==> src/rtl/mask_pkg.sv <==
// Shared definitions for the masked AES randomness path:
// LFSR constants, producer state encoding, mask generator sizing.
package mask_pkg;

  localparam int LFSR_W = 64;
  localparam logic [LFSR_W-1:0] TAP_MASK = 64'hD800_0000_0000_0000;

  typedef enum logic [1:0] {
    IDLE,
    WARMUP,
    RUN
  } state_t;

  function automatic int num_needed(input int shares);
    int n;
    case (shares)
      2: n = 1;
      3: n = 2;
      4: n = 4;
      5: n = 5;
      default: n = 1;
    endcase
    return n;
  endfunction

endpackage

==> src/rtl/lfsr_step.sv <==
// Combinational unroll of STEPS Galois shifts of the 64-bit LFSR
// (x^64+x^63+x^61+x^60+1, right-shifting form).
module lfsr_step
  import mask_pkg::*;
#(
  parameter int STEPS = 1
) (
  input  logic [LFSR_W-1:0] state,
  output logic [LFSR_W-1:0] next
);

  // Apply the shift-and-conditional-xor STEPS times in one cycle
  always_comb begin
    logic [LFSR_W-1:0] s;
    s = state;
    for (int i = 0; i < STEPS; i++) begin
      s = {1'b0, s[LFSR_W-1:1]} ^ (s[0] ? TAP_MASK : '0);
    end
    next = s;
  end

endmodule

==> src/rtl/prng_feed.sv <==
// Seeded LFSR word producer feeding the share-zero mask generators;
// discards a warm-up prefix after every seed load.
module prng_feed
  import mask_pkg::*;
#(
  parameter int NUM_SHARES    = 2,
  parameter int BIT_WIDTH     = 2,
  parameter int NUM_WORDS     = num_needed(NUM_SHARES),
  parameter int WARMUP_CYCLES = 16
) (
  input  logic                                in_clock,
  input  logic                                in_reset,
  input  logic [LFSR_W-1:0]                   in_seed,
  input  logic                                in_seed_valid,
  output logic                                out_seed_ready,
  output logic [NUM_WORDS-1:0][BIT_WIDTH-1:0] out_random,
  output logic                                out_valid,
  input  logic                                in_ready
);

  localparam int NB = NUM_WORDS * BIT_WIDTH;

  if (NUM_SHARES < 2 || NUM_SHARES > 5) begin : g_bad_shares
    $error("prng_feed: NUM_SHARES must be 2..5");
  end
  if (NB > LFSR_W) begin : g_bad_width
    $error("prng_feed: NUM_WORDS*BIT_WIDTH exceeds 64");
  end
  if (WARMUP_CYCLES < 1 || WARMUP_CYCLES > 255) begin : g_bad_warm
    $error("prng_feed: WARMUP_CYCLES must be 1..255");
  end

  state_t            state;
  state_t            state_nxt;
  logic [LFSR_W-1:0] lfsr;
  logic [LFSR_W-1:0] lfsr_adv;
  logic [7:0]        cnt;
  logic              seed_acc;

  lfsr_step #(
    .STEPS(NB)
  ) u_step (
    .state(lfsr),
    .next (lfsr_adv)
  );

  assign seed_acc   = in_seed_valid && out_seed_ready;
  assign out_random = lfsr[NB-1:0];

  // State register
  always_ff @(posedge in_clock or posedge in_reset) begin
    if (in_reset) state <= IDLE;
    else          state <= state_nxt;
  end

  // Next-state: seed accept wins over any transfer in RUN
  always_comb begin
    state_nxt = state;
    unique case (state)
      IDLE:    if (seed_acc) state_nxt = WARMUP;
      WARMUP:  if (cnt == 8'd1) state_nxt = RUN;
      RUN:     if (seed_acc) state_nxt = WARMUP;
      default: state_nxt = IDLE;
    endcase
  end

  // Output decode of the registered state only
  always_comb begin
    out_seed_ready = 1'b0;
    out_valid      = 1'b0;
    unique case (state)
      IDLE:    out_seed_ready = 1'b1;
      WARMUP:  out_seed_ready = 1'b0;
      RUN: begin
        out_seed_ready = 1'b1;
        out_valid      = 1'b1;
      end
      default: out_seed_ready = 1'b0;
    endcase
  end

  // LFSR and warm-up counter; zero seed remapped to avoid the stuck state
  always_ff @(posedge in_clock or posedge in_reset) begin
    if (in_reset) begin
      lfsr <= '0;
      cnt  <= '0;
    end else if (seed_acc) begin
      lfsr <= (in_seed == '0) ? 64'h1 : in_seed;
      cnt  <= 8'(WARMUP_CYCLES);
    end else if (state == WARMUP) begin
      lfsr <= lfsr_adv;
      cnt  <= cnt - 8'd1;
    end else if (state == RUN && in_ready) begin
      lfsr <= lfsr_adv;
    end
  end

endmodule

==> config.mk <==
export PLATFORM = sky130hd
export DESIGN_NAME = prng_feed
export DESIGN_NICKNAME = d
export VERILOG_FILES = /design/src/rtl/mask_pkg.sv /design/src/rtl/lfsr_step.sv /design/src/rtl/prng_feed.sv
export SDC_FILE = /design/constraint.sdc
export NUM_CORES = 1
export LEC_CHECK = 0
export CAP_MARGIN = 20
export CORE_MARGIN = 4
export CORE_UTILIZATION = 35
export DETAILED_ROUTE_END_ITERATION = 8
export PLACE_DENSITY_LB_ADDON = 0.08
export SYNTH_ARGS = -nofsm -noshare
export SYNTH_HDL_FRONTEND = slang
export SYNTH_SLANG_ARGS = --single-unit
==> constraint.sdc <==
create_clock -name in_clock -period 6 [get_ports in_clock]
set_clock_uncertainty 0.15 [all_clocks]
set_input_delay 1.5 -clock in_clock [delete_from_list [all_inputs] [get_ports in_clock]]
set_output_delay 1.5 -clock in_clock [all_outputs]
set_load 0.02 [all_outputs]
==> flow_metrics.py <==
metrics = {
    "run_status": {
        "status": "finished clean",
    },
    "routing": {
        "vias_per_cell": 5.04,
        "dr_total_vias": 3142,
        "drc": 0,
        "post_drt_wl_per_cell_um": 14.5,
        "ant_nets": 0,
        "first_pass_iters": 4,
        "drt_iter0_drc": 152,
        "wl_um": 9070,
    },
    "floorplan": {
        "core-area_um2": 9950,
        "die_area_um2": 12100,
        "rows": 36,
        "io_pins": 72,
        "initial_core_util_pct": 36.6,
        "die_x_um": 110,
        "die_h_um": 110,
    },
    "clocking": {
        "cts_hold_buf": 0,
        "clock_latency_ns": 0.35,
        "path_clk_slew_ns": 0.07,
        "cts-resized-gates": 0,
        "tritoncts": "done",
        "cts_buffers": 9,
        "htree_levels": 3,
        "cts_root_buf": "clkbuf_8",
        "cts_buffer_depth": 2,
        "cts_sinks": 74,
        "post-cts-setup-buffers": 0,
    },
    "run": {
        "maxCapViolCount": 0,
    },
    "worst_setup_path": {
        "cp.arrival_ns": 3.54,
        "critical_path.cell_chain": "clkdlybuf4s50_1, a21oi_1, o21ai_4, buf_4, o21a_1, o32a_1",
        "path_depth": 6,
        "r2r-end": "lfsr[0]",
        "crit_path_max_incr_delay_ns": 0.57,
        "cp-endpoint": "lfsr[0]",
        "worstPathRequired_ns": 6.13,
        "cpLargestDelayFamily": "buffers and inverters",
        "cp_max_fo": 59,
        "path_class": "in -> reg",
        "r2r_start": "state[0]",
        "rrSetupSlack_ns": 3.71,
        "start_kind": "primary input",
        "critPathLaunch": "in_seed_valid",
        "r2r_cells": 5,
        "cp-end-kind": "register",
        "cp_slowest_cell": "buf_4",
        "cp.buffers_inverters": 2,
    },
    "power": {
        "power_leakage_nw": 1.92,
        "ir_drop_mv": 0.190,
        "power.density_nw_per_um2": 474,
        "power_w": 0.00217,
    },
    "global_routing": {
        "grt_pass1_wl_um": 15200,
        "grt_max_degree": 60,
        "first_global_vias": 3034,
        "gr-usage-all-layers_pct": 16.2,
        "antenna_found_initial": 0,
        "gr-total-overflow": 0,
    },
    "yosys": {
        "synth_seq_cells": 74,
        "syn_inst": 431,
        "ys_seq_area_share_pct": 50.9,
        "syn_area_um2": 3640,
        "yosysWarnings": 0,
        "synthArstFlopShare_pct": 100,
        "synth-main-ff-cell": "dfrtp_1",
        "synth_edf_count": 0,
        "avgSynthCellArea_um2": 8.45,
        "syn_nets": 501,
        "synth_cell_types": 31,
    },
    "timing": {
        "hold_viol_final": 0,
        "fin_crit_sh_pct": 56.8,
        "relSlewSlack_pct": 37.1,
        "setup-tns-final_ns": 0,
        "max_freq_mhz": 293,
        "period_needed_ns": 3.41,
        "rsz0062_at_grt": "false",
        "hold_ws_ns": 0.343,
        "setup-violations-final": 0,
        "drv_slew": 0,
        "worst_pin_slew_ns": 0.943,
    },
    "final_layout": {
        "regArea_um2": 1850,
        "multi_input_area_um2": 1570,
        "syn2layout_area_growth_pct": 25.6,
        "diodes": 0,
        "stdcell_area_um2": 4570,
        "fillCellCount": 999,
        "drive_above_1_share_pct": 4.89,
        "nNetsFinal": 557,
    },
    "place": {
        "gp_congestion": 0.736,
        "hpwl_um": 6320,
        "place_area_um2": 4370,
        "io_buffers": 71,
    },
    "min_path": {
        "min_path_type": "reg -> reg",
    },
}
power breakdown:
| group | switching, W | internal, W |
|---|---|---|
| Clock | 0.000180 | 0.000232 |
| Sequential | 0.000166 | 0.000762 |
| Combinational | 0.000458 | 0.000370 |
area by class of cell:
| cell class | instances | share of cell area [%] |
|---|---|---|
| inverter | 10 | 0.821 |
| clock buffer | 12 | 2.95 |
| timing repair buffer | 76 | 16.4 |
| clock inverter | 3 | 1.42 |
| sequential | 74 | 40.5 |
| tap | 133 | 3.64 |
| multi-input combinational | 316 | 34.3 |
cells in the final DEF (no fill, tap or decap):
| cell | Yosys | layout |
|---|---|---|
| a21oi_1 | 3 | 3 |
| nor4_2 | 2 | 2 |
| inv_2 | 0 | 1 |
| nand2b_1 | 2 | 1 |
| nor4_1 | 18 | 18 |
| dfrtp_1 | 74 | 74 |
| o2bb2ai_1 | 1 | 1 |
| inv_1 | 10 | 9 |
| mux2i_1 | 2 | 2 |
| nor2_1 | 66 | 66 |
| bufinv_16 | 0 | 2 |
| buf_4 | 3 | 5 |
| nor2_4 | 0 | 1 |
| o21a_1 | 1 | 1 |
| o21ai_1 | 3 | 3 |
| and3_1 | 1 | 1 |
| o211ai_1 | 3 | 3 |
| or3_4 | 1 | 1 |
| clkinv_2 | 0 | 1 |
| ha_1 | 2 | 2 |
| o21ai_0 | 6 | 6 |
| clkbuf_8 | 0 | 9 |
| nand2b_2 | 0 | 1 |
| xnor2_1 | 7 | 7 |
| o21ai_4 | 0 | 1 |
| nand2_1 | 125 | 125 |
| o32a_1 | 1 | 1 |
| nand4_1 | 4 | 4 |
| and4bb_1 | 1 | 1 |
| or3_1 | 1 | 1 |
| nor2b_1 | 1 | 1 |
| clkdlybuf4s50_1 | 0 | 71 |
| nand3_1 | 4 | 4 |
| a31oi_1 | 59 | 59 |
| clkbuf_1 | 7 | 3 |
synth_stat cells (2+ instances only):
cell type / n / share of area [%]
a21oi_1: 3 / 0.41
a31oi_1: 59 / 10
buf_2: 14 / 1.9
buf_4: 3 / 0.62
buf_6: 7 / 2.2
clkbuf_1: 7 / 0.72
dfrtp_1: 74 / 51
ha_1: 2 / 0.69
inv_1: 10 / 1.0
mux2i_1: 2 / 0.55
nand2_1: 125 / 13
nand2b_1: 2 / 0.34
nand3_1: 4 / 0.55
nand4_1: 4 / 0.69
nor2_1: 66 / 6.8
nor4_1: 18 / 3.1
nor4_2: 2 / 0.69
o211ai_1: 3 / 0.62
o21ai_0: 6 / 0.82
o21ai_1: 3 / 0.41
xnor2_1: 7 / 1.7
cell families (layout without fill, tap and decap cells):
kind of cell | Yosys count | after routing | share of synthesized area [%]
AND/OR/NAND/NOR | 227 | 227 | 26.4
AO/OA/AOI/OAI | 78 | 78 | 13.4
flip-flops | 74 | 74 | 50.9
buffers and inverters | 41 | 101 | 6.46
XOR/XNOR | 7 | 7 | 1.68
adder cells (fa/ha/maj) | 2 | 2 | 0.687
multiplexers | 2 | 2 | 0.550
per-stage QoR:
step / util (%) / cells / setup slack, ns
floorplan: - / 431 / 2.47
global placement: 43.9 / 609 / 2.24
detailed placement: 43.9 / 609 / 2.22
CTS: 45.9 / 624 / 2.59
global route: 45.9 / 624 / 2.39
finish: 45.9 / 624 / 2.59
sequential cells by signal (all words and copies together) (netlist names):
signal and flops:
state 2, cnt 8, lfsr 64
routing by layer:
layer	track usage [%]	vias up	routed length (um)
met3	4.48	9	420
met1	22.7	1484	4410
li1	-	1582	-
met4	4.63	0	107
met2	24.4	67	4130
met5	0	-	0
how the worst min path moves through the flow:
stage          cells past startpoint  startpoint     end
2_1_floorplan                      1      cnt[6]  cnt[6]
3_3_place_gp                       1      cnt[6]  cnt[6]
3_5_place_dp                       1      cnt[6]  cnt[6]
4_1_cts                            1      cnt[6]  cnt[6]
5_1_grt                            1      cnt[6]  cnt[6]
6_report                           1      cnt[6]  cnt[6]
No activity file was read; power rests on OpenSTA's default activity.
